[config.mk]
export PLATFORM = sky130hd
export DESIGN_NAME = instr_encoder_flat
export DESIGN_NICKNAME = d
export VERILOG_FILES = /design/src/rtl/instr_encoder_if.sv /design/src/rtl/instr_encoder.sv /design/src/flat_wrapper.sv
export SDC_FILE = /design/constraint.sdc
export NUM_CORES = 1
export LEC_CHECK = 0
export CAP_MARGIN = 10
export CORE_MARGIN = 8
export CORE_UTILIZATION = 44
export CTS_CLUSTER_DIAMETER = 100
export DETAILED_ROUTE_END_ITERATION = 16
export PLACE_DENSITY = 0.78
export SYNTH_ARGS = -nofsm -noshare
export SYNTH_HDL_FRONTEND = slang
export SYNTH_SLANG_ARGS = --single-unit
[constraint.sdc]
create_clock -name clk -period 2.55 [get_ports clk]
set_clock_uncertainty 0.15 [all_clocks]
set_input_delay 0.765 -clock clk [delete_from_list [all_inputs] [get_ports clk]]
set_output_delay 0.765 -clock clk [all_outputs]
set_load 0.02 [all_outputs]
[src/rtl/instr_encoder_if.sv]
// rtl/instr_encoder_if.sv - field-bundle input and instruction-RAM write bus of the instruction encoder
//
// Purpose: groups everything the instruction encoder exchanges with its program source
// and with the instruction RAM write port, so both sides connect through one port.
// Signals:
//   start, base_addr              session control from the source
//   in_valid, in_ready, in_last   field bundle handshake
//   f_opcode .. f_imm             instruction fields of the offered bundle
//   mem_addr, mem_wdata, mem_we   instruction RAM write port
//   busy, done, err               session status
//   err_cnt, word_cnt             per-session counters
// Modports: master = program source / bench side, slave = encoder side.
interface instr_encoder_if #(
  parameter int ADDR_W = 8
);
  logic              start;
  logic [ADDR_W-1:0] base_addr;
  logic              in_valid;
  logic              in_ready;
  logic              in_last;
  logic [2:0]        f_opcode;
  logic [1:0]        f_op;
  logic [2:0]        f_rn;
  logic [2:0]        f_rd;
  logic [1:0]        f_shift;
  logic [2:0]        f_rm;
  logic [15:0]       f_imm;
  logic [ADDR_W-1:0] mem_addr;
  logic [15:0]       mem_wdata;
  logic              mem_we;
  logic              busy;
  logic              done;
  logic              err;
  logic [7:0]        err_cnt;
  logic [ADDR_W:0]   word_cnt;

  modport master (
    output start, base_addr, in_valid, in_last,
    output f_opcode, f_op, f_rn, f_rd, f_shift, f_rm, f_imm,
    input  in_ready, mem_addr, mem_wdata, mem_we,
    input  busy, done, err, err_cnt, word_cnt
  );

  modport slave (
    input  start, base_addr, in_valid, in_last,
    input  f_opcode, f_op, f_rn, f_rd, f_shift, f_rm, f_imm,
    output in_ready, mem_addr, mem_wdata, mem_we,
    output busy, done, err, err_cnt, word_cnt
  );
endinterface

[src/rtl/instr_encoder.sv]
// rtl/instr_encoder.sv - packs instruction field bundles into 16-bit words and writes them to instruction RAM
//
// Purpose: inverse of the datapath decoder. Each accepted field bundle is encoded into
// a 16-bit word and written to consecutive instruction RAM addresses starting at the
// session base address. Bundles whose immediate does not fit the selected format are
// rejected, counted and not written.
// Ports:
//   clk  rising-edge clock
//   rst  asynchronous, active-high reset
//   bus  instr_encoder_if slave modport (handshake, fields, RAM write port, status)
// Parameters:
//   ADDR_W     instruction memory address width
//   MAX_WORDS  maximum words written per session (1..2**ADDR_W)
module instr_encoder #(
  parameter int ADDR_W    = 8,
  parameter int MAX_WORDS = 256
) (
  input  logic            clk,
  input  logic            rst,
  instr_encoder_if.slave  bus
);

  localparam logic [ADDR_W:0] MAX_W = (ADDR_W + 1)'(MAX_WORDS);

  typedef enum logic [1:0] {
    S_IDLE,
    S_LOAD,
    S_WRITE,
    S_DONE
  } state_t;

  state_t            state_q, state_d;
  logic [ADDR_W-1:0] addr_q, addr_d;
  logic [15:0]       wdata_q, wdata_d;
  logic [ADDR_W:0]   wcnt_q, wcnt_d;
  logic [7:0]        ecnt_q, ecnt_d;
  logic              err_q, err_d;
  logic              last_q, last_d;

  logic              is_imm8;
  logic              is_imm5;
  logic [15:0]       enc_word;
  logic              imm_ok;
  logic              in_ready_c;

  // Format select and encoding, purely from the offered fields.
  assign is_imm8 = ((bus.f_opcode == 3'b110) && (bus.f_op == 2'b10)) || (bus.f_opcode == 3'b001);
  assign is_imm5 = (bus.f_opcode == 3'b011) || (bus.f_opcode == 3'b100);

  always_comb begin
    enc_word = {bus.f_opcode, bus.f_op, bus.f_rn, 8'h00};
    imm_ok   = 1'b1;
    if (is_imm8) begin
      enc_word[7:0] = bus.f_imm[7:0];
      // Fits in 8 signed bits when every bit from the sign position up is equal.
      imm_ok = (&bus.f_imm[15:7]) | ~(|bus.f_imm[15:7]);
    end else if (is_imm5) begin
      enc_word[7:0] = {bus.f_rd, bus.f_imm[4:0]};
      imm_ok = (&bus.f_imm[15:4]) | ~(|bus.f_imm[15:4]);
    end else begin
      // Register format: the immediate is not part of the word and never rejects.
      enc_word[7:0] = {bus.f_rd, bus.f_shift, bus.f_rm};
    end
  end

  always_ff @(posedge clk or posedge rst) begin
    if (rst) begin
      state_q <= S_IDLE;
      addr_q  <= '0;
      wdata_q <= '0;
      wcnt_q  <= '0;
      ecnt_q  <= '0;
      err_q   <= 1'b0;
      last_q  <= 1'b0;
    end else begin
      state_q <= state_d;
      addr_q  <= addr_d;
      wdata_q <= wdata_d;
      wcnt_q  <= wcnt_d;
      ecnt_q  <= ecnt_d;
      err_q   <= err_d;
      last_q  <= last_d;
    end
  end

  always_comb begin
    state_d    = state_q;
    addr_d     = addr_q;
    wdata_d    = wdata_q;
    wcnt_d     = wcnt_q;
    ecnt_d     = ecnt_q;
    err_d      = 1'b0;
    last_d     = last_q;
    in_ready_c = 1'b0;

    case (state_q)
      S_IDLE: begin
        if (bus.start) begin
          addr_d  = bus.base_addr;
          wcnt_d  = '0;
          ecnt_d  = '0;
          state_d = S_LOAD;
        end
      end

      S_LOAD: begin
        if (wcnt_q >= MAX_W) begin
          // Session full: nothing more is accepted, flag the overflow and close.
          err_d   = 1'b1;
          state_d = S_DONE;
        end else begin
          in_ready_c = 1'b1;
          if (bus.in_valid) begin
            if (imm_ok) begin
              wdata_d = enc_word;
              last_d  = bus.in_last;
              state_d = S_WRITE;
            end else begin
              err_d = 1'b1;
              if (ecnt_q != 8'hFF) begin
                ecnt_d = ecnt_q + 8'd1;
              end
              if (bus.in_last) begin
                state_d = S_DONE;
              end
            end
          end
        end
      end

      S_WRITE: begin
        // Address wraps naturally at 2**ADDR_W.
        addr_d  = addr_q + 1'b1;
        wcnt_d  = wcnt_q + 1'b1;
        state_d = last_q ? S_DONE : S_LOAD;
      end

      S_DONE: begin
        state_d = S_IDLE;
      end

      default: begin
        state_d = S_IDLE;
      end
    endcase
  end

  // Strobes decode straight from the state register so an asynchronous reset
  // drops mem_we in the same instant.
  assign bus.in_ready  = in_ready_c;
  assign bus.mem_we    = (state_q == S_WRITE);
  assign bus.busy      = (state_q != S_IDLE);
  assign bus.done      = (state_q == S_DONE);
  assign bus.err       = err_q;
  assign bus.mem_addr  = addr_q;
  assign bus.mem_wdata = wdata_q;
  assign bus.err_cnt   = ecnt_q;
  assign bus.word_cnt  = wcnt_q;

endmodule
[src/flat_wrapper.sv]
// flat-port wrapper written by rule: the top's interface ports become plain ports
module instr_encoder_flat 
#(
  parameter int ADDR_W    = 8,
  parameter int MAX_WORDS = 256
)
  (clk, rst, bus_start, bus_base_addr, bus_in_valid, bus_in_last, bus_f_opcode, bus_f_op, bus_f_rn, bus_f_rd, bus_f_shift, bus_f_rm, bus_f_imm, bus_in_ready, bus_mem_addr, bus_mem_wdata, bus_mem_we, bus_busy, bus_done, bus_err, bus_err_cnt, bus_word_cnt);
  instr_encoder_if #(.ADDR_W(ADDR_W)) bus_i ();
  input  logic clk;
  input  logic rst;
  input wire logic [$bits(bus_i.start)-1:0] bus_start;
  input wire logic [$bits(bus_i.base_addr)-1:0] bus_base_addr;
  input wire logic [$bits(bus_i.in_valid)-1:0] bus_in_valid;
  input wire logic [$bits(bus_i.in_last)-1:0] bus_in_last;
  input wire logic [$bits(bus_i.f_opcode)-1:0] bus_f_opcode;
  input wire logic [$bits(bus_i.f_op)-1:0] bus_f_op;
  input wire logic [$bits(bus_i.f_rn)-1:0] bus_f_rn;
  input wire logic [$bits(bus_i.f_rd)-1:0] bus_f_rd;
  input wire logic [$bits(bus_i.f_shift)-1:0] bus_f_shift;
  input wire logic [$bits(bus_i.f_rm)-1:0] bus_f_rm;
  input wire logic [$bits(bus_i.f_imm)-1:0] bus_f_imm;
  output wire logic [$bits(bus_i.in_ready)-1:0] bus_in_ready;
  output wire logic [$bits(bus_i.mem_addr)-1:0] bus_mem_addr;
  output wire logic [$bits(bus_i.mem_wdata)-1:0] bus_mem_wdata;
  output wire logic [$bits(bus_i.mem_we)-1:0] bus_mem_we;
  output wire logic [$bits(bus_i.busy)-1:0] bus_busy;
  output wire logic [$bits(bus_i.done)-1:0] bus_done;
  output wire logic [$bits(bus_i.err)-1:0] bus_err;
  output wire logic [$bits(bus_i.err_cnt)-1:0] bus_err_cnt;
  output wire logic [$bits(bus_i.word_cnt)-1:0] bus_word_cnt;
  assign bus_i.start = bus_start;
  assign bus_i.base_addr = bus_base_addr;
  assign bus_i.in_valid = bus_in_valid;
  assign bus_i.in_last = bus_in_last;
  assign bus_i.f_opcode = bus_f_opcode;
  assign bus_i.f_op = bus_f_op;
  assign bus_i.f_rn = bus_f_rn;
  assign bus_i.f_rd = bus_f_rd;
  assign bus_i.f_shift = bus_f_shift;
  assign bus_i.f_rm = bus_f_rm;
  assign bus_i.f_imm = bus_f_imm;
  assign bus_in_ready = bus_i.in_ready;
  assign bus_mem_addr = bus_i.mem_addr;
  assign bus_mem_wdata = bus_i.mem_wdata;
  assign bus_mem_we = bus_i.mem_we;
  assign bus_busy = bus_i.busy;
  assign bus_done = bus_i.done;
  assign bus_err = bus_i.err;
  assign bus_err_cnt = bus_i.err_cnt;
  assign bus_word_cnt = bus_i.word_cnt;
  instr_encoder #(.ADDR_W(ADDR_W), .MAX_WORDS(MAX_WORDS)) u_core (.clk(clk), .rst(rst), .bus(bus_i));
endmodule
==> reports/metrics.csv <==
metric,value,unit
RSZ-0062 raised after global routing,yes,
root buffer cell,clkbuf_8,
Synth cell types,39,
die area,8150,um^2
dpl ws,-0.948,ns
complex-gate fraction of the synthesized area,0.145,
CTS tree,built,
# diodes,0,
htree depth,2,
final WL,7.18,mm
max incr delay on CP,0.55,ns
Yosys reg bits,45,
"area leader, netlist",dfrtp_1,
area occupied by multi-input gates,1310,um^2
mux share of post-synthesis cell area,0.128,
ordered cell list for the critical path,buf_6 > or4_4 > nor4_4 > buf_4 > a221oi_4 > or4_4 > buf_6 > mux2_4,
1st-iter DRT viols,101,
run status,finished with violations,
"Clk Latency, worst-skew pair",0.29,ns
main flop type after synthesis,dfrtp_1,
"Slew Viols, Final",0,
HPWL Detailed,5.27,mm
Post-synth EDFFs,0,
final core occ,0.696,
I/O pins,91,
Synth Area in Simple Gates,0.205,
ranking of synthesized cells by area,"dfrtp_1 46%, mux2i_1 6.6%, nand2_1 4.6%",
critical path class,in -> reg,
Power Density,929,nW/um^2
worst-case clock buffer depth,2,
adder-cell share of the synthesized area,0.0206,
Max Clk Rate,359,MHz
ANT nets after route,0,
TritonCTS Buffers,5,
Placed Cells,422,
P_leak,1.64,nW
Final Hold Fails,0,
"Warnings, synthesis",0,
fin worst setup slack,-0.237,ns
Hold Buf Count CTS,0,
Post-Syn Area,2430,um^2
die height,90.3,um
core area,5410,um^2
wire length per cell,16.5,um
I/O Buffers,90,
main combinational cell family by area after synthesis,simple AND/OR/NAND/NOR gates,
Via Count,2312,
net count reported at finish,411,
initial antenna violation count,0,
fin crit share,1.09,
"commonest cells after routing, fill and taps aside","72 x clkdlybuf4s50_1, 44 x dfrtp_1, 30 x nand2_1, 22 x buf_4, 16 x mux2i_1",
die width,90.3,um
Final min period,2.79,ns
worst hold margin,0.333,ns
clock sinks,45,
share of the synthesized area in the top cell type,0.464,
"Net Count, Synth",297,
Worst EP arrival,2.81,ns
Hold Crit Class,reg -> reg,
RePlAce Congestion,0.779,
failing checks,setup timing,
Tot GR Track Use,0.171,
post-synthesis cell count,248,
XOR/XNOR Fraction of Synth Area,0,
first-pass GRT wire length,11.7,mm
startpoint class of the critical path,input pin,
largest net degree at the start of global routing,30,
Fillers,417,
Slew headroom,0.738,
Sequential Area,1130,um^2
WP data required,2.57,ns
row count,27,
Max Fanout on Critical Path,7,
Syn Area/Cell,9.78,um^2
ys async rst share,1.00,
"Slowest-stage cell, CP",or4_4,
sequential cell area fraction in the yosys report,0.464,
share of layout cells above drive strength 1,0.221,
CP Capture Type,flop,
initial core utilization,0.449,
detailed-route DRC error count,0,
"CTS clk-pin slew, worst paths",0.08,ns
Max Cap Viol,0,
Layout area overhead,55.0,%
total iterations of the first detailed-routing run,4,
total gr overflow,0,
vias in the first global route,2372,
Layout Cells excl Fill,434,
"commonest non-fill, non-tap cell in the layout",clkdlybuf4s50_1,
final setup fails,18,
Worst-Margin Slew,0.392,ns
via/cell ratio,5.33,
Max IR drop VDD,0.734,mV
through the flow:
stage          power [mW]  TNS, ns  area, um^2
2_1_floorplan        2.16    -5.97        2430
3_3_place_gp         2.97   -19.57        3540
3_5_place_dp         3.02   -21.65        3540
4_1_cts              3.49    -3.54        3720
5_1_grt              3.70    -4.15        3760
6_report             3.49    -2.93        3760
where the power goes:
part,total (mW),internal (mW),switching (mW)
combinational,1.85,0.923,0.924
clock,0.443,0.215,0.228
sequential,1.20,0.958,0.245
total,3.49,2.10,1.40
synth_stat cells (6+ instances only):
library cell  instances
nand3_1              14
inv_1                 7
nand2_1              30
dfrtp_1              45
clkbuf_1              7
nor2_1               13
nor3_1                6
o22a_1                7
or2_2                 8
mux2i_1              16
o21ai_0              19
nand4_1               7
a21oi_1              11
mux2_2                8
routing by layer:
layer	share of wire	track usage	vias up
li1	-	-	1127
met1	0.45	0.213	1104
met2	0.49	0.287	70
met3	0.045	0.0366	11
met4	0.016	0.0555	0
met5	0	0	-
layout make-up:
type	count	area share
Clock buffer	7	0.0230
Multi-Input combinational cell	184	0.348
Inverter	8	0.00799
Tap cell	72	0.0240
Sequential cell	45	0.300
Timing Repair Buffer	118	0.297
registers in the layout (all words and copies together), names as in the netlist:
signal,count
u_core.bus.err_cnt,8
u_core.bus.mem_wdata,16
u_core.bus.err,1
u_core.bus.word_cnt,9
u_core.bus.mem_addr,8
u_core.last_q,1
u_core.state_q,2
cells by family after synthesis:
kind of cell / after synthesis
compound gates: 55
fa+ha+maj: 4
buf+inv: 19
flops: 45
mux: 28
simple gates: 97
worst paths after layout:
check	to	start	slack [ns]	cells past startpoint
min	u_core.bus.mem_wdata[1]	u_core.bus.mem_wdata[1]	0.33	2
max	u_core.last_q	bus_f_imm[10]	-0.24	8
min reg2reg	u_core.bus.mem_wdata[1]	u_core.bus.mem_wdata[1]	0.33	2
max reg2reg	u_core.last_q	u_core.state_q[1]	0.45	6
min in group asynchronous	u_core.state_q[1]	rst	0.62	2
max in group asynchronous	u_core.bus.mem_wdata[9]	rst	1.14	3
critical path: cells and delay by family:
family / cells / cell delay (ns)
AOI/OAI and AO/OA: 1 / 0.06
buffers and inverters: 3 / 0.42
muxes: 1 / 0.29
and+or+nand+nor: 3 / 1.27
what timing repair did:
item	4_1_cts	5_1_grt
pin swaps	12	5
resized for setup	58	16
gates cloned	1	0
setup endpoints to repair	32	28
setup buffers	3	2
No activity file was read; power rests on OpenSTA's default activity.
